<file path="src/rtl/noc_mbox_pkg.sv">
// noc_mbox_pkg: shared defaults, the FIFO entry layout and a saturating counter
// helper for the NoC mailbox.
package noc_mbox_pkg;

  localparam int DEF_DATA_W       = 32;
  localparam int DEF_ADDR_W       = 8;
  localparam int DEF_DEPTH        = 4;
  localparam int DEF_DROP_ON_FULL = 0;

  localparam logic [7:0] OVF_MAX  = 8'hFF;

  // Entry layout at default widths; the top re-declares the same layout
  // with its own ADDR_W/DATA_W so non-default builds keep {addr, data}.
  typedef struct packed {
    logic [DEF_ADDR_W-1:0] addr;
    logic [DEF_DATA_W-1:0] data;
  } mbox_entry_t;

  localparam int ENTRY_W = $bits(mbox_entry_t);

  function automatic logic [7:0] sat_inc8(input logic [7:0] v);
    return (v == OVF_MAX) ? v : v + 8'd1;
  endfunction

endpackage

</file>
<file path="src/rtl/noc_mailbox_if.sv">
// noc_mailbox_if: CPU-side and network-side signals of the mailbox.
//   slave  : mailbox view (drives status, rx head, tx head, rx ready)
//   master : CPU/network view (drives strobes, tx payload, rx packets, tx ready)
interface noc_mailbox_if
  import noc_mbox_pkg::*;
#(
  parameter int DATA_W = DEF_DATA_W,
  parameter int ADDR_W = DEF_ADDR_W,
  parameter int DEPTH  = DEF_DEPTH
);
  localparam int CNT_W = $clog2(DEPTH) + 1;

  // CPU send side
  logic [ADDR_W-1:0] send_addr;
  logic [DATA_W-1:0] send_data;
  logic              send_wr;
  logic              send_full;
  logic              ack;
  // CPU receive side
  logic [ADDR_W-1:0] recv_addr;
  logic [DATA_W-1:0] recv_data;
  logic              recv_valid;
  logic              recv_rd;
  logic [CNT_W-1:0]  rx_count;
  logic [7:0]        overflow_cnt;
  // network tx
  logic [ADDR_W-1:0] net_tx_addr;
  logic [DATA_W-1:0] net_tx_data;
  logic              net_tx_valid;
  logic              net_tx_ready;
  // network rx
  logic [ADDR_W-1:0] net_rx_addr;
  logic [DATA_W-1:0] net_rx_data;
  logic              net_rx_valid;
  logic              net_rx_ready;

  modport slave (
    input  send_addr, send_data, send_wr, recv_rd, net_tx_ready,
           net_rx_addr, net_rx_data, net_rx_valid,
    output send_full, ack, recv_addr, recv_data, recv_valid, rx_count,
           overflow_cnt, net_tx_addr, net_tx_data, net_tx_valid, net_rx_ready
  );

  modport master (
    output send_addr, send_data, send_wr, recv_rd, net_tx_ready,
           net_rx_addr, net_rx_data, net_rx_valid,
    input  send_full, ack, recv_addr, recv_data, recv_valid, rx_count,
           overflow_cnt, net_tx_addr, net_tx_data, net_tx_valid, net_rx_ready
  );

endinterface

</file>
<file path="src/rtl/noc_mbox_fifo.sv">
// noc_mbox_fifo: synchronous first-word-fall-through FIFO.
//   clk, rst        : clock, async active-high reset
//   wr_en, wr_data  : push request (ignored while full)
//   rd_en           : pop request (ignored while empty)
//   rd_data         : head entry, zero while empty
//   count/full/empty: occupancy and flags
// DEPTH must be a power of two (2..64) so the pointers wrap for free.
module noc_mbox_fifo #(
  parameter int WIDTH = 40,
  parameter int DEPTH = 4,
  localparam int AW   = $clog2(DEPTH),
  localparam int CW   = AW + 1
) (
  input  logic             clk,
  input  logic             rst,
  input  logic             wr_en,
  input  logic [WIDTH-1:0] wr_data,
  input  logic             rd_en,
  output logic [WIDTH-1:0] rd_data,
  output logic [CW-1:0]    count,
  output logic             full,
  output logic             empty
);

  logic [WIDTH-1:0] mem [DEPTH];
  logic [AW-1:0]    wr_ptr, rd_ptr;
  logic             push, pop;

  // Flags come from the registered count, so a same-edge pop never makes
  // room for a push on a full FIFO.
  assign full  = (count == CW'(DEPTH));
  assign empty = (count == '0);
  assign push  = wr_en & ~full;
  assign pop   = rd_en & ~empty;

  assign rd_data = empty ? '0 : mem[rd_ptr];

  always_ff @(posedge clk or posedge rst) begin
    if (rst) begin
      wr_ptr <= '0;
      rd_ptr <= '0;
      count  <= '0;
    end else begin
      if (push) wr_ptr <= wr_ptr + 1'b1;
      if (pop)  rd_ptr <= rd_ptr + 1'b1;
      count <= count + CW'(push) - CW'(pop);
    end
  end

  // Storage needs no reset: the head is masked while empty.
  always_ff @(posedge clk) begin
    if (push) mem[wr_ptr] <= wr_data;
  end

endmodule

</file>
<file path="src/rtl/noc_mailbox.sv">
// noc_mailbox: CPU <-> NoC mailbox with a tx FIFO (CPU -> network) and an
// rx FIFO (network -> CPU), both first-word-fall-through.
//   clocks_ref_clk_clk     : clock
//   clocks_ref_reset_reset : async active-high reset
//   mbox                   : CPU and network handshakes (slave modport)
// DROP_ON_FULL=0 backpressures the network when rx is full; 1 keeps
// net_rx_ready high and counts discarded packets in overflow_cnt.
module noc_mailbox
  import noc_mbox_pkg::*;
#(
  parameter int DATA_W       = DEF_DATA_W,
  parameter int ADDR_W       = DEF_ADDR_W,
  parameter int DEPTH        = DEF_DEPTH,
  parameter int DROP_ON_FULL = DEF_DROP_ON_FULL
) (
  input  logic         clocks_ref_clk_clk,
  input  logic         clocks_ref_reset_reset,
  noc_mailbox_if.slave mbox
);

  localparam int CNT_W = $clog2(DEPTH) + 1;

  typedef struct packed {
    logic [ADDR_W-1:0] addr;
    logic [DATA_W-1:0] data;
  } entry_t;

  localparam int EW = $bits(entry_t);

  logic clk, rst;
  assign clk = clocks_ref_clk_clk;
  assign rst = clocks_ref_reset_reset;

  // ---------------- tx path ----------------
  entry_t           tx_in, tx_head;
  logic             tx_full, tx_empty;
  logic [CNT_W-1:0] tx_count;

  assign tx_in.addr = mbox.send_addr;
  assign tx_in.data = mbox.send_data;

  noc_mbox_fifo #(.WIDTH(EW), .DEPTH(DEPTH)) u_tx_fifo (
    .clk     (clk),
    .rst     (rst),
    .wr_en   (mbox.send_wr),
    .wr_data (tx_in),
    .rd_en   (mbox.net_tx_ready),
    .rd_data (tx_head),
    .count   (tx_count),
    .full    (tx_full),
    .empty   (tx_empty)
  );

  logic unused_tx_count;
  assign unused_tx_count = ^tx_count;

  assign mbox.send_full    = tx_full;
  assign mbox.net_tx_valid = ~tx_empty;
  assign mbox.net_tx_addr  = tx_head.addr;
  assign mbox.net_tx_data  = tx_head.data;

  // ack mirrors the FIFO's own push condition, one cycle later.
  always_ff @(posedge clk or posedge rst) begin
    if (rst) mbox.ack <= 1'b0;
    else     mbox.ack <= mbox.send_wr & ~tx_full;
  end

  // ---------------- rx path ----------------
  entry_t           rx_in, rx_head;
  logic             rx_full, rx_empty;
  logic             rx_ready, rx_drop;
  logic [7:0]       ovf_q;

  assign rx_in.addr = mbox.net_rx_addr;
  assign rx_in.data = mbox.net_rx_data;

  // Ready is forced low while reset is held and rises as soon as it drops.
  assign rx_ready = ~rst & ((DROP_ON_FULL != 0) ? 1'b1 : ~rx_full);

  // In drop mode a full FIFO still handshakes; the FIFO refuses the push.
  assign rx_drop  = (DROP_ON_FULL != 0) & mbox.net_rx_valid & rx_full;

  noc_mbox_fifo #(.WIDTH(EW), .DEPTH(DEPTH)) u_rx_fifo (
    .clk     (clk),
    .rst     (rst),
    .wr_en   (mbox.net_rx_valid & rx_ready),
    .wr_data (rx_in),
    .rd_en   (mbox.recv_rd),
    .rd_data (rx_head),
    .count   (mbox.rx_count),
    .full    (rx_full),
    .empty   (rx_empty)
  );

  always_ff @(posedge clk or posedge rst) begin
    if (rst)          ovf_q <= '0;
    else if (rx_drop) ovf_q <= sat_inc8(ovf_q);
  end

  assign mbox.net_rx_ready = rx_ready;
  assign mbox.recv_valid   = ~rx_empty;
  assign mbox.recv_addr    = rx_head.addr;
  assign mbox.recv_data    = rx_head.data;
  assign mbox.overflow_cnt = ovf_q;

endmodule

</file>
<file path="src/flat_wrapper.sv">
// flat-port wrapper written by rule: the top's interface ports become plain ports
module noc_mailbox_flat import noc_mbox_pkg::*;
#(
  parameter int DATA_W       = DEF_DATA_W,
  parameter int ADDR_W       = DEF_ADDR_W,
  parameter int DEPTH        = DEF_DEPTH,
  parameter int DROP_ON_FULL = DEF_DROP_ON_FULL
)
  (clocks_ref_clk_clk, clocks_ref_reset_reset, mbox_send_addr, mbox_send_data, mbox_send_wr, mbox_recv_rd, mbox_net_tx_ready, mbox_net_rx_addr, mbox_net_rx_data, mbox_net_rx_valid, mbox_send_full, mbox_ack, mbox_recv_addr, mbox_recv_data, mbox_recv_valid, mbox_rx_count, mbox_overflow_cnt, mbox_net_tx_addr, mbox_net_tx_data, mbox_net_tx_valid, mbox_net_rx_ready);
  noc_mailbox_if #(.DATA_W(DATA_W), .ADDR_W(ADDR_W), .DEPTH(DEPTH)) mbox_i ();
  input  logic clocks_ref_clk_clk;
  input  logic clocks_ref_reset_reset;
  input wire logic [$bits(mbox_i.send_addr)-1:0] mbox_send_addr;
  input wire logic [$bits(mbox_i.send_data)-1:0] mbox_send_data;
  input wire logic [$bits(mbox_i.send_wr)-1:0] mbox_send_wr;
  input wire logic [$bits(mbox_i.recv_rd)-1:0] mbox_recv_rd;
  input wire logic [$bits(mbox_i.net_tx_ready)-1:0] mbox_net_tx_ready;
  input wire logic [$bits(mbox_i.net_rx_addr)-1:0] mbox_net_rx_addr;
  input wire logic [$bits(mbox_i.net_rx_data)-1:0] mbox_net_rx_data;
  input wire logic [$bits(mbox_i.net_rx_valid)-1:0] mbox_net_rx_valid;
  output wire logic [$bits(mbox_i.send_full)-1:0] mbox_send_full;
  output wire logic [$bits(mbox_i.ack)-1:0] mbox_ack;
  output wire logic [$bits(mbox_i.recv_addr)-1:0] mbox_recv_addr;
  output wire logic [$bits(mbox_i.recv_data)-1:0] mbox_recv_data;
  output wire logic [$bits(mbox_i.recv_valid)-1:0] mbox_recv_valid;
  output wire logic [$bits(mbox_i.rx_count)-1:0] mbox_rx_count;
  output wire logic [$bits(mbox_i.overflow_cnt)-1:0] mbox_overflow_cnt;
  output wire logic [$bits(mbox_i.net_tx_addr)-1:0] mbox_net_tx_addr;
  output wire logic [$bits(mbox_i.net_tx_data)-1:0] mbox_net_tx_data;
  output wire logic [$bits(mbox_i.net_tx_valid)-1:0] mbox_net_tx_valid;
  output wire logic [$bits(mbox_i.net_rx_ready)-1:0] mbox_net_rx_ready;
  assign mbox_i.send_addr = mbox_send_addr;
  assign mbox_i.send_data = mbox_send_data;
  assign mbox_i.send_wr = mbox_send_wr;
  assign mbox_i.recv_rd = mbox_recv_rd;
  assign mbox_i.net_tx_ready = mbox_net_tx_ready;
  assign mbox_i.net_rx_addr = mbox_net_rx_addr;
  assign mbox_i.net_rx_data = mbox_net_rx_data;
  assign mbox_i.net_rx_valid = mbox_net_rx_valid;
  assign mbox_send_full = mbox_i.send_full;
  assign mbox_ack = mbox_i.ack;
  assign mbox_recv_addr = mbox_i.recv_addr;
  assign mbox_recv_data = mbox_i.recv_data;
  assign mbox_recv_valid = mbox_i.recv_valid;
  assign mbox_rx_count = mbox_i.rx_count;
  assign mbox_overflow_cnt = mbox_i.overflow_cnt;
  assign mbox_net_tx_addr = mbox_i.net_tx_addr;
  assign mbox_net_tx_data = mbox_i.net_tx_data;
  assign mbox_net_tx_valid = mbox_i.net_tx_valid;
  assign mbox_net_rx_ready = mbox_i.net_rx_ready;
  noc_mailbox #(.DATA_W(DATA_W), .ADDR_W(ADDR_W), .DEPTH(DEPTH), .DROP_ON_FULL(DROP_ON_FULL)) u_core (.clocks_ref_clk_clk(clocks_ref_clk_clk), .clocks_ref_reset_reset(clocks_ref_reset_reset), .mbox(mbox_i));
endmodule
</file>
<file path="config.mk">
export PLATFORM = sky130hd
export DESIGN_NAME = noc_mailbox_flat
export DESIGN_NICKNAME = d
export VERILOG_FILES = /design/src/rtl/noc_mbox_pkg.sv /design/src/rtl/noc_mailbox_if.sv /design/src/rtl/noc_mbox_fifo.sv /design/src/rtl/noc_mailbox.sv /design/src/flat_wrapper.sv
export SDC_FILE = /design/constraint.sdc
export NUM_CORES = 1
export LEC_CHECK = 0
export BUFFER_PORTS_ARGS = -buffer_cell sky130_fd_sc_hd__buf_4
export CELL_PAD_IN_SITES_DETAIL_PLACEMENT = 1
export CELL_PAD_IN_SITES_GLOBAL_PLACEMENT = 2
export CORE_MARGIN = 2
export CORE_UTILIZATION = 47
export DETAILED_ROUTE_END_ITERATION = 16
export GPL_TIMING_DRIVEN = 0
export PLACE_DENSITY_LB_ADDON = 0.1
export SKIP_LAST_GASP = 1
export SLEW_MARGIN = 10
export SYNTH_ARGS = -nofsm -noshare
export SYNTH_HDL_FRONTEND = slang
export SYNTH_SLANG_ARGS = --single-unit
export TNS_END_PERCENT = 20
</file>
<file path="constraint.sdc">
create_clock -name clocks_ref_clk_clk -period 3.5 [get_ports clocks_ref_clk_clk]
set_input_delay 0.7 -clock clocks_ref_clk_clk [delete_from_list [all_inputs] [get_ports clocks_ref_clk_clk]]
set_output_delay 0.7 -clock clocks_ref_clk_clk [all_outputs]
set_load 0.005 [all_outputs]
</file>
==> impl_results.md, run 1 <==
* Initial Util at 47.4%
* Switching portion of total power at 27.6%
* Share of total power in the clock network at 26.1%
* Pin count of the biggest net entering global routing at 26
* Number of antenna-violating nets in the routed design at 0
* CTS tree: done
* Number of enable-type register cells in the synthesized netlist at 320
* Setup Total Neg Slack at 0 ns
* Number of levels the H-tree was split into at 2
* Number of search-and-repair iterations in the first detailed-routing pass at 4
* Clock network latency to the later pin of the worst-skew pair at 0.50 ns
* Ratio of final minimum period to clock period at 85.1%
* Tightest Hold Check Type: input port to async pin
* Longest individual stage delay on the worst path at 0.44 ns
* Share of power burned in combinational logic at 34.8%
* Endpoint required time on the critical path at 2.80 ns
* Unique cell type count in the Yosys netlist at 26
* Slew @ Worst Pin at 0.672 ns
* Number of global-route vias before repair at 6911
* Mapped cell area at 0.0131 mm²
* Total vias in the final route at 6309
* Hold violation count in the final report at 0
* CP Launch Type: flip-flop
* TritonCTS buffer count at 36
* Port bufs at 173
* Type of destination of the critical path: output port
* Standard cell with the maximum stage delay on the critical path: dfrtp_1
* Portion of the post-synthesis area used by sequential elements at 76.2%
* Core Box Area at 0.0276 mm²
* Main flop type after synthesis: edfxtp_1
* Synthesis-to-layout area growth at 23.6%
* Placement Rows at 61
* Critical register-to-register path startpoint: u_core.u_rx_fifo.count[1]$_DFF_PP0_
* Global-route wire length before repair at 40500 µm
* Root Buffer: clkbuf_16
* Setup fix buffers added after clock tree synthesis at 0
* Largest driver fanout on the critical path at 10
* Leakage power at 5.72 nW
* Share of synthesized cell area in full adder, half adder and majority cells at 1.45%
* Fraction of synthesized area in multiplexers at 14.0%
* Maxcap violations at 0
* Post-synthesis share of cell area spent on xor and xnor gates at 0.669%
* Clock period minus final worst setup slack at 2.98 ns
* Yosys warns at 0
* Area of placed instances at 0.0151 mm²
* Fraction of layout instances using a drive strength above 1 at 40.5%
* Sequential cell area at 0.00998 mm²
* Number of diodes at 0
* WL per Instance at 21.8 µm
* Category of the critical setup timing path: flip-flop to output port
* Overall die width at 171 µm
* Overall routing resource usage at 18.6%
* Fin area at 0.0162 mm²
* Outcome: finished clean
* Antenna violations before repair at 0
* Setup skew after layout at 0.00864 ns
* Worst slew margin relative to its limit at 55.2%
* Post-Syn Instances at 594
* Overall routed net length at 26600 µm
* Detailed placement HPWL at 17400 µm
* Maximum buffer depth of the clock tree at 3
* Leftover overflow at the end of global routing at 0
* Sequential cell fraction of total power at 39.1%
* Total DRC errors in the routed layout at 0
* Timing startpoint of the critical path: u_core.u_rx_fifo.count[1]$_DFF_PP0_
* Internal power at 9.83 mW
* Routed vias/inst at 5.16
* Hold Buf Count CTS at 0
* GPL Wtd Cong at 0.716
* Clock-pin slew reported for the worst setup and hold paths after clock tree synthesis at 0.06 ns
* Post-synthesis compound-gate area fraction at 0.105%
* Final-report max-slew violation count at 0
* Power Density at 838 mW/mm²
* Psw at 3.75 mW
* Main combinational cell family by area after synthesis: multiplexers
* Unrepaired setup endpoints after global routing: false
* Number of sinks handled by clock tree synthesis at 335
* Post-cts gate resize count at 0
* Top achievable clock speed at 336 MHz
* Cell mode on critical path: clkbuf_1
* Final Setup Violations at 0
* Worst vdd rail ir drop at 0.000443 V
* Average size of a mapped cell at 22.1 µm²
* Multi-input gate area in the final layout at 0.00278 mm²
* Total Die Area at 0.0292 mm²
* Worst path cell trace: or3_1 -> clkbuf_1 -> clkbuf_1 -> and2_1 -> buf_4
* Count of state elements after synthesis at 335
* Layout Nets at 920
* Filler Cells Inserted at 2389
* Proportion of register bits with asynchronous set or reset after synthesis at 4.48%
* Simple-gate share of the synthesized area at 4.65%
* Total I/O pin count at 182
* Detailed Route Iter0 Violations at 461
* Die boundary height at 171 µm
* CP Data Arrival Time at 2.28 ns
## cell usage in the layout (no fill, tap or decap), types with 2 or more instances in the layout
| cell type | netlist | routed |
|---|---|---|
| buf_2 | 9 | 9 |
| buf_16 | 0 | 3 |
| buf_8 | 2 | 2 |
| clkbuf_16 | 0 | 37 |
| dfrtp_1 | 15 | 15 |
| conb_1 | 1 | 8 |
| edfxtp_1 | 320 | 320 |
| inv_1 | 13 | 13 |
| xor2_1 | 2 | 2 |
| clkbuf_1 | 12 | 17 |
| nand3_1 | 2 | 2 |
| and2_1 | 90 | 82 |
| buf_4 | 8 | 181 |
| xnor2_1 | 8 | 8 |
| fa_1 | 2 | 2 |
| ha_1 | 12 | 12 |
| buf_6 | 2 | 2 |
| clkinv_1 | 0 | 10 |
| inv_6 | 0 | 2 |
| bufinv_16 | 0 | 2 |
| and2_2 | 0 | 8 |
| clkinv_2 | 0 | 4 |
| buf_12 | 6 | 11 |
| mux4_2 | 76 | 76 |
| mux2_2 | 2 | 2 |
| mux4_1 | 4 | 4 |
| or3_1 | 2 | 2 |
## worst paths after layout
kind                                                               to  slack, ns  depth (start not counted)
max in group asynchronous         u_core.u_tx_fifo.count[0]$_DFF_PP0_       2.76                          2
min reg2reg                       u_core.u_tx_fifo.count[0]$_DFF_PP0_       0.55                          1
min in group clocks_ref_clk_clk  u_core.u_rx_fifo.mem[3][0]$_DFFE_PP_       0.39                          1
max                                                 mbox_recv_addr[4]       0.52                          5
max reg2reg                       u_core.u_rx_fifo.count[2]$_DFF_PP0_       0.85                         10
min                               u_core.u_rx_fifo.count[0]$_DFF_PP0_       0.31                          2
## per-layer routing
layer  wire length, µm  up-vias  GRT usage (%)
li1                  -     2794              -
met4               486        0           5.31
met3              1550       34           3.91
met1             10700     3294           23.4
met2             13900      187           32.9
met5                 0        -              0
## per-stage QoR
step	worst slack, ns	util (%)	power, mW	hold WS, ns	cells
after CTS	0.457	58.6	13.8	0.318	1222
after global routing	0.335	58.6	14.3	0.354	1222
final	0.520	58.6	13.6	0.312	1222
after global placement	0.0581	53.9	9.99	0.497	1152
after floorplan	1.03	-	8.07	0.483	601
after detailed placement	0.809	54.6	10.2	0.539	1160
## worst max-delay path: cells and delay by family, from the launching register on
family                 cells  cell delay (ns)
DFF                        1             0.44
buffers and inverters      3             0.70
and+or+nand+nor            2             0.64
## cell usage after synthesis, types with 2 or more instances
master | number | area share [%]
clkbuf_1 | 12 | 0.34
buf_12 | 6 | 0.92
xnor2_1 | 8 | 0.53
ha_1 | 12 | 1.1
nand3_1 | 2 | 0.076
dfrtp_1 | 15 | 2.9
fa_1 | 2 | 0.31
mux4_2 | 76 | 13
buf_8 | 2 | 0.23
mux4_1 | 4 | 0.80
buf_6 | 2 | 0.17
buf_4 | 8 | 0.46
inv_1 | 13 | 0.37
buf_2 | 9 | 0.34
edfxtp_1 | 320 | 73
mux2_2 | 2 | 0.17
xor2_1 | 2 | 0.13
and2_1 | 90 | 4.3
or3_1 | 2 | 0.095
## cells by family after synthesis
| logic type | count (synthesis) |
|---|---|
| muxes | 82 |
| adders and majority gates | 14 |
| AOI/OAI and AO/OA | 2 |
| buffers and inverters | 52 |
| DFF | 335 |
| xor gates and xnor gates | 10 |
| and+or+nand+nor | 98 |
| other | 1 |
## flip-flops by register name (all words and copies together), names as in the netlist
signal / count
u_core.u_tx_fifo.rd_ptr: 2
u_core.u_rx_fifo.count: 3
u_core.mbox.ack: 1
u_core.u_rx_fifo.rd_ptr: 2
u_core.u_rx_fifo.mem: 160
u_core.u_tx_fifo.wr_ptr: 2
u_core.u_rx_fifo.wr_ptr: 2
u_core.u_tx_fifo.mem: 160
u_core.u_tx_fifo.count: 3
## power groups by stage
stage / registers (mW) / clock network, mW / logic [mW]
floorplan: 5.34 / 0 / 2.73
global placement: 5.38 / 0 / 4.61
detailed placement: 5.40 / 0 / 4.82
CTS: 5.32 / 3.63 / 4.86
global route: 5.37 / 3.78 / 5.15
finish: 5.31 / 3.54 / 4.72
## layout make-up
cell class	count	area share [%]
Inverter	13	0.301
Sequential cell	335	61.7
Buffer	39	1.99
Timing Repair Buffer	181	9.15
Clock buffer	42	5.84
Tap cell	378	2.92
Clock inverter	20	0.951
Multi-Input combinational cell	214	17.2
(Power assumes the default switching activity.)
==> run 2, diff against run 1 <==
- PLACE_DENSITY_LB_ADDON: 0.1 -> 0.15
==> run 2 against run 1 <==
Utilization is 0.11 points higher. Sequential share of layout area is 0.11 points lower. Critical path depth stayed put. Register-to-register slack worse by 0.03 ns. Combinational power hardly changed. Count of clock-buffer cells in the layout is 8 higher. First-iteration DRC count is 29% lower. Fmax is 1.5% lower. Final area is 0.19% higher. Clock skew is 0.0073 ns higher. Non-clock buffer count stayed put. Hold slack worse by 0.023 ns.
==> impl_results.md, run 2 (synthesis gave the netlist of run 1 again) <==
* Outcome: finished clean
* Number of global-route vias before repair at 7010
* Area of placed instances at 0.0151 mm²
* Final-report max-slew violation count at 0
* Commonest non-fill, non-tap cells in the layout: edfxtp_1, buf_4, and2_1
* Number of search-and-repair iterations in the first detailed-routing pass at 4
* TritonCTS buffer count at 37
* WL per Instance at 21.5 µm
* Filler Cells Inserted at 2401
* Multi-input gate area in the final layout at 0.00278 mm²
* Number of antenna-violating nets in the routed design at 0
* Clock network latency to the later pin of the worst-skew pair at 0.51 ns
* Core Box Area at 0.0276 mm²
* Final Setup Violations at 0
* Total DRC errors in the routed layout at 0
* Antenna violations before repair at 0
* Placement Rows at 61
* Maxcap violations at 0
* CP Launch Type: flip-flop
* Sequential cell area at 0.00998 mm²
* CTS tree: done
* Number of levels the H-tree was split into at 2
* Fraction of layout instances using a drive strength above 1 at 40.6%
* Leakage power at 5.73 nW
* Worst path cell trace: or3_1 -> clkbuf_1 -> clkbuf_1 -> and2_1 -> buf_4
* Layout Nets at 921
* Cell mode on critical path: clkbuf_1
* Detailed placement HPWL at 16700 µm
* Worst slew margin relative to its limit at 57.2%
* CP Data Arrival Time at 2.32 ns
* Routed vias/inst at 5.17
* Most common cell after layout, fill and taps aside: edfxtp_1
* Maximum buffer depth of the clock tree at 3
* Endpoint required time on the critical path at 2.80 ns
* Type of destination of the critical path: output port
* Setup skew after layout at 0.0160 ns
* Number of diodes at 0
* Ratio of final minimum period to clock period at 86.4%
* Hold violation count in the final report at 0
* Hold Buf Count CTS at 0
* Post-cts gate resize count at 0
* Overall routed net length at 26300 µm
* Overall die width at 171 µm
* Top achievable clock speed at 331 MHz
* Detailed Route Iter0 Violations at 328
* Total Die Area at 0.0292 mm²
* Clock-pin slew reported for the worst setup and hold paths after clock tree synthesis at 0.06 ns
* Setup Total Neg Slack at 0 ns
* Setup fix buffers added after clock tree synthesis at 0
* Category of the critical setup timing path: flip-flop to output port
* Pin count of the biggest net entering global routing at 30
* Total I/O pin count at 182
* Root Buffer: clkbuf_16
* Port bufs at 173
* GPL Wtd Cong at 0.712
* Global-route wire length before repair at 40700 µm
* Longest individual stage delay on the worst path at 0.45 ns
* Worst vdd rail ir drop at 0.000554 V
* Leftover overflow at the end of global routing at 0
* Initial Util at 47.4%
* Number of instances in the placed design at 1160
* Die boundary height at 171 µm
* Number of sinks handled by clock tree synthesis at 335
* Synthesis-to-layout area growth at 23.8%
* Overall routing resource usage at 18.6%
* Tightest Hold Check Type: input port to async pin
* Fin area at 0.0162 mm²
* Total vias in the final route at 6322
* Unrepaired setup endpoints after global routing: false
* Regs by FF count: u_core.u_rx_fifo.mem (160), u_core.u_tx_fifo.mem (160)
* Clock period minus final worst setup slack at 3.02 ns
* Largest driver fanout on the critical path at 10
* Power Density at 844 mW/mm²
* Standard cell with the maximum stage delay on the critical path: dfrtp_1
* Non-Filler Instances at 1223
* Slew @ Worst Pin at 0.641 ns
* Final Util at 58.7%
run 2: cell count changes in the layout (fill, tap and decap cells not counted), moves of 2 or more:
cell and delta:
buf_12 +3, clkinv_1 -4, buf_16 -3, clkbuf_16 +2, clkbuf_8 +2, clkbuf_1 +4
run 2: worst paths after layout:
check                                                                to                           startpoint  slack [ns]  cells after the start
max reg2reg                         u_core.u_rx_fifo.count[2]$_DFF_PP0_  u_core.u_rx_fifo.count[1]$_DFF_PP0_        0.82                     10
max                                                   mbox_recv_addr[0]  u_core.u_rx_fifo.count[1]$_DFF_PP0_        0.48                      5
min in group clocks_ref_clk_clk   u_core.u_rx_fifo.mem[2][34]$_DFFE_PP_                  mbox_net_rx_addr[2]        0.39                      1
min reg2reg                         u_core.u_tx_fifo.count[2]$_DFF_PP0_  u_core.u_tx_fifo.count[1]$_DFF_PP0_        0.55                      1
max in group asynchronous        u_core.u_tx_fifo.wr_ptr[0]$_DFFE_PP0P_               clocks_ref_reset_reset        2.79                      2
min                                 u_core.u_rx_fifo.count[2]$_DFF_PP0_               clocks_ref_reset_reset        0.29                      2
run 2: worst max-delay path, delay by kind of cell, from the launching register on:
family	cells	cell delay, ns
buffers and inverters	3	0.72
and+or+nand+nor	2	0.63
DFF	1	0.45
run 2: power by group:
| group | internal [mW] | switching [mW] | leakage [nW] |
|---|---|---|---|
| clock network | 2.21 | 1.45 | 0.560 |
| logic | 2.63 | 2.08 | 2.08 |
| registers | 5.12 | 0.198 | 3.09 |
| total | 9.96 | 3.73 | 5.73 |
run 2: per-stage QoR:
stage                     total power, mW  worst slack, ns  hold slack [ns]
final                                13.7            0.476            0.289
after global routing                 14.4            0.349            0.330
after CTS                            13.9            0.428            0.309
after detailed placement             10.2            0.808            0.529
after global placement               9.98           0.0205            0.495
after floorplan                      8.07             1.03            0.483
run 2: layer usage:
| layer | GRT usage [%] | wire [µm] | share of wire, % |
|---|---|---|---|
| met2 | 32.5 | 13700 | 52 |
| met1 | 23.2 | 10300 | 39 |
| met3 | 4.88 | 1840 | 7.0 |
| met4 | 4.79 | 442 | 1.7 |
| met5 | 0 | 0 | 0 |
run 2: cell type report:
| type | instances | share of cell area (%) |
|---|---|---|
| Timing Repair Buffer | 181 | 8.99 |
| Clock inverter | 13 | 0.702 |
| Buffer | 39 | 1.99 |
| Multi-Input combinational cell | 214 | 17.1 |
| Tap cell | 378 | 2.92 |
| Clock buffer | 50 | 6.40 |
| Inverter | 13 | 0.301 |
| Sequential cell | 335 | 61.6 |
==> run 3, diff against run 2 <==
- REMOVE_ABC_BUFFERS: default -> 1
==> run 3 against run 2 <==
Setup slack got worse by 0.099 ns. Largest power group unchanged. Routed wire length decreased by 0.84%. Hold slack got worse by 0.016 ns. Clock power increased by 6.8%. Utilization decreased by 0.39 points. Via count decreased by 1.8%. Flip-flop and latch count unchanged. Critical endpoint is now mbox_recv_data[0]. Final area decreased by 0.67%. Global-route usage decreased by 0.15 points. Fmax decreased by 3.2%.
==> impl_results.md, run 3 (synthesis gave the netlist of run 1 again) <==
* Outcome: finished clean
* R2R cell count at 9
* Overall routing resource usage at 18.4%
* WL per Instance at 21.9 µm
* Type of destination of the critical path: output port
* Maximum buffer depth of the clock tree at 3
* Number of global-route vias before repair at 6973
* Detailed Route Iter0 Violations at 460
* Clock network latency to the later pin of the worst-skew pair at 0.51 ns
* Overall die width at 171 µm
* Antenna violations before repair at 0
* Port bufs at 173
* CP Data Arrival Time at 2.42 ns
* Layout Nets at 886
* Category of the critical setup timing path: flip-flop to output port
* Number of antenna-violating nets in the routed design at 0
* Power Density at 854 mW/mm²
* CTS tree: done
* Worst vdd rail ir drop at 0.000411 V
* CP Launch Type: flip-flop
* Longest individual stage delay on the worst path at 0.66 ns
* Standard cell with the maximum stage delay on the critical path: dfrtp_4
* Routed vias/inst at 5.21
* Largest driver fanout on the critical path at 25
* Total DRC errors in the routed layout at 0
* Die boundary height at 171 µm
* Sum of routed wire segments on met1 at 10200 µm
* Total Die Area at 0.0292 mm²
* Final Setup Violations at 0
* Total met3 wirelength after detailed routing at 1840 µm
* Worst setup slack for register-to-register paths at 0.55 ns
* Ratio of final minimum period to clock period at 89.2%
* Worst slew margin relative to its limit at 49.4%
* Fraction of layout instances using a drive strength above 1 at 41.8%
* Number of search-and-repair iterations in the first detailed-routing pass at 4
* Final-report max-slew violation count at 0
* Synthesis-to-layout area growth at 23.0%
* Total I/O pin count at 182
* Total vias in the final route at 6210
* Clock period minus final worst setup slack at 3.12 ns
* Endpoint required time on the critical path at 2.80 ns
* Top Layer Used: met4
* Clock-pin slew reported for the worst setup and hold paths after clock tree synthesis at 0.06 ns
* Critical register-to-register path startpoint: u_core.u_rx_fifo.count[1]$_DFF_PP0_
* Slew @ Worst Pin at 0.759 ns
* Regs by FF count: u_core.u_rx_fifo.mem (160), u_core.u_tx_fifo.mem (160)
* Placement Rows at 61
* Pin count of the biggest net entering global routing at 44
* Multi-input gate area in the final layout at 0.00278 mm²
* Sequential cell area at 0.00999 mm²
* GPL Wtd Cong at 0.703
* TritonCTS buffer count at 36
* Tightest Hold Check Type: input port to async pin
* Leakage power at 5.66 nW
* Total length of routed met2 wires at 13500 µm
* Setup skew after layout at 0.00864 ns
* R2R Path End: u_core.u_rx_fifo.count[2]$_DFF_PP0_
* Top achievable clock speed at 320 MHz
* Root Buffer: clkbuf_16
* Total Power Consumption at 13.8 mW
* Leftover overflow at the end of global routing at 0
* Category of cells accounting for the largest share of critical-path delay: flip-flops
* Maxcap violations at 0
* Setup fix buffers added after clock tree synthesis at 0
* Detailed placement HPWL at 16100 µm
* Commonest non-fill, non-tap cells in the layout: edfxtp_1, buf_4, and2_1
* Final Util at 58.3%
* Hold violation count in the final report at 0
* Initial Util at 47.4%
* Hold Buf Count CTS at 0
* Global-route wire length before repair at 40200 µm
* Unrepaired setup endpoints after global routing: false
* Number of sinks handled by clock tree synthesis at 335
* Overall routed net length at 26100 µm
* Most common cell after layout, fill and taps aside: edfxtp_1
* Number of diodes at 0
* Core Box Area at 0.0276 mm²
* Worst path cell trace: buf_12 -> mux4_1 -> and2_1 -> buf_4
* Post-cts gate resize count at 0
* Number of levels the H-tree was split into at 2
* Critical path buffer and inverter count at 2
* Filler Cells Inserted at 2396
-- run 3: changes by cell type in the layout (fill, tap and decap cells not counted), sizes merged --
cell	previous run	this run
clkinvlp	1	2
buf	208	186
clkbuf	62	44
clkinv	9	12
inv	14	16
bufinv	2	5
-- run 3: area by class of cell --
class	count	area share [%]
timing repair buffer	186	9.72
tap	378	2.94
inverter	13	0.303
multi-input combinational	214	17.3
clock inverter	22	1.57
clock buffer	44	6.16
sequential	335	62.0
-- run 3: power breakdown --
group	total [mW]	internal, mW	switching (mW)
logic	4.34	2.49	1.85
clock network	3.92	2.40	1.52
registers	5.50	5.12	0.373
-- run 3: how the worst max path moves through the flow --
| stage | startpoint | endpoint | depth (start not counted) |
|---|---|---|---|
| after floorplan | u_core.u_tx_fifo.rd_ptr[0]$_DFFE_PP0P_ | mbox_net_tx_addr[7] | 2 |
| after detailed placement | u_core.u_rx_fifo.count[1]$_DFF_PP0_ | u_core.u_rx_fifo.count[2]$_DFF_PP0_ | 9 |
| after global placement | u_core.u_tx_fifo.rd_ptr[0]$_DFFE_PP0P_ | mbox_net_tx_data[0] | 3 |
| final | u_core.u_rx_fifo.rd_ptr[0]$_DFFE_PP0P_ | mbox_recv_data[0] | 4 |
| after CTS | u_core.u_rx_fifo.rd_ptr[0]$_DFFE_PP0P_ | mbox_recv_data[0] | 4 |
| after global routing | u_core.u_rx_fifo.rd_ptr[0]$_DFFE_PP0P_ | mbox_recv_data[0] | 4 |
-- run 3: per-layer routing --
| metal | up-vias | track usage [%] |
|---|---|---|
| met5 | - | 0 |
| met4 | 0 | 5.08 |
| met3 | 47 | 5.11 |
| met2 | 171 | 31.9 |
| met1 | 3259 | 22.9 |
| li1 | 2733 | - |
-- run 3: per-stage QoR --
| step | setup slack (ns) | std cells | cell area (µm²) | hold slack (ns) | setup TNS (ns) |
|---|---|---|---|---|---|
| CTS | 0.283 | 1192 | 16100 | 0.274 | 0 |
| detailed placement | 0.472 | 1126 | 14900 | 0.543 | 0 |
| finish | 0.377 | 1192 | 16100 | 0.274 | 0 |
| global route | 0.223 | 1192 | 16100 | 0.305 | 0 |
| global placement | -0.664 | 1113 | 14600 | 0.494 | -48.00 |
| floorplan | 0.259 | 562 | 12800 | 0.483 | 0 |
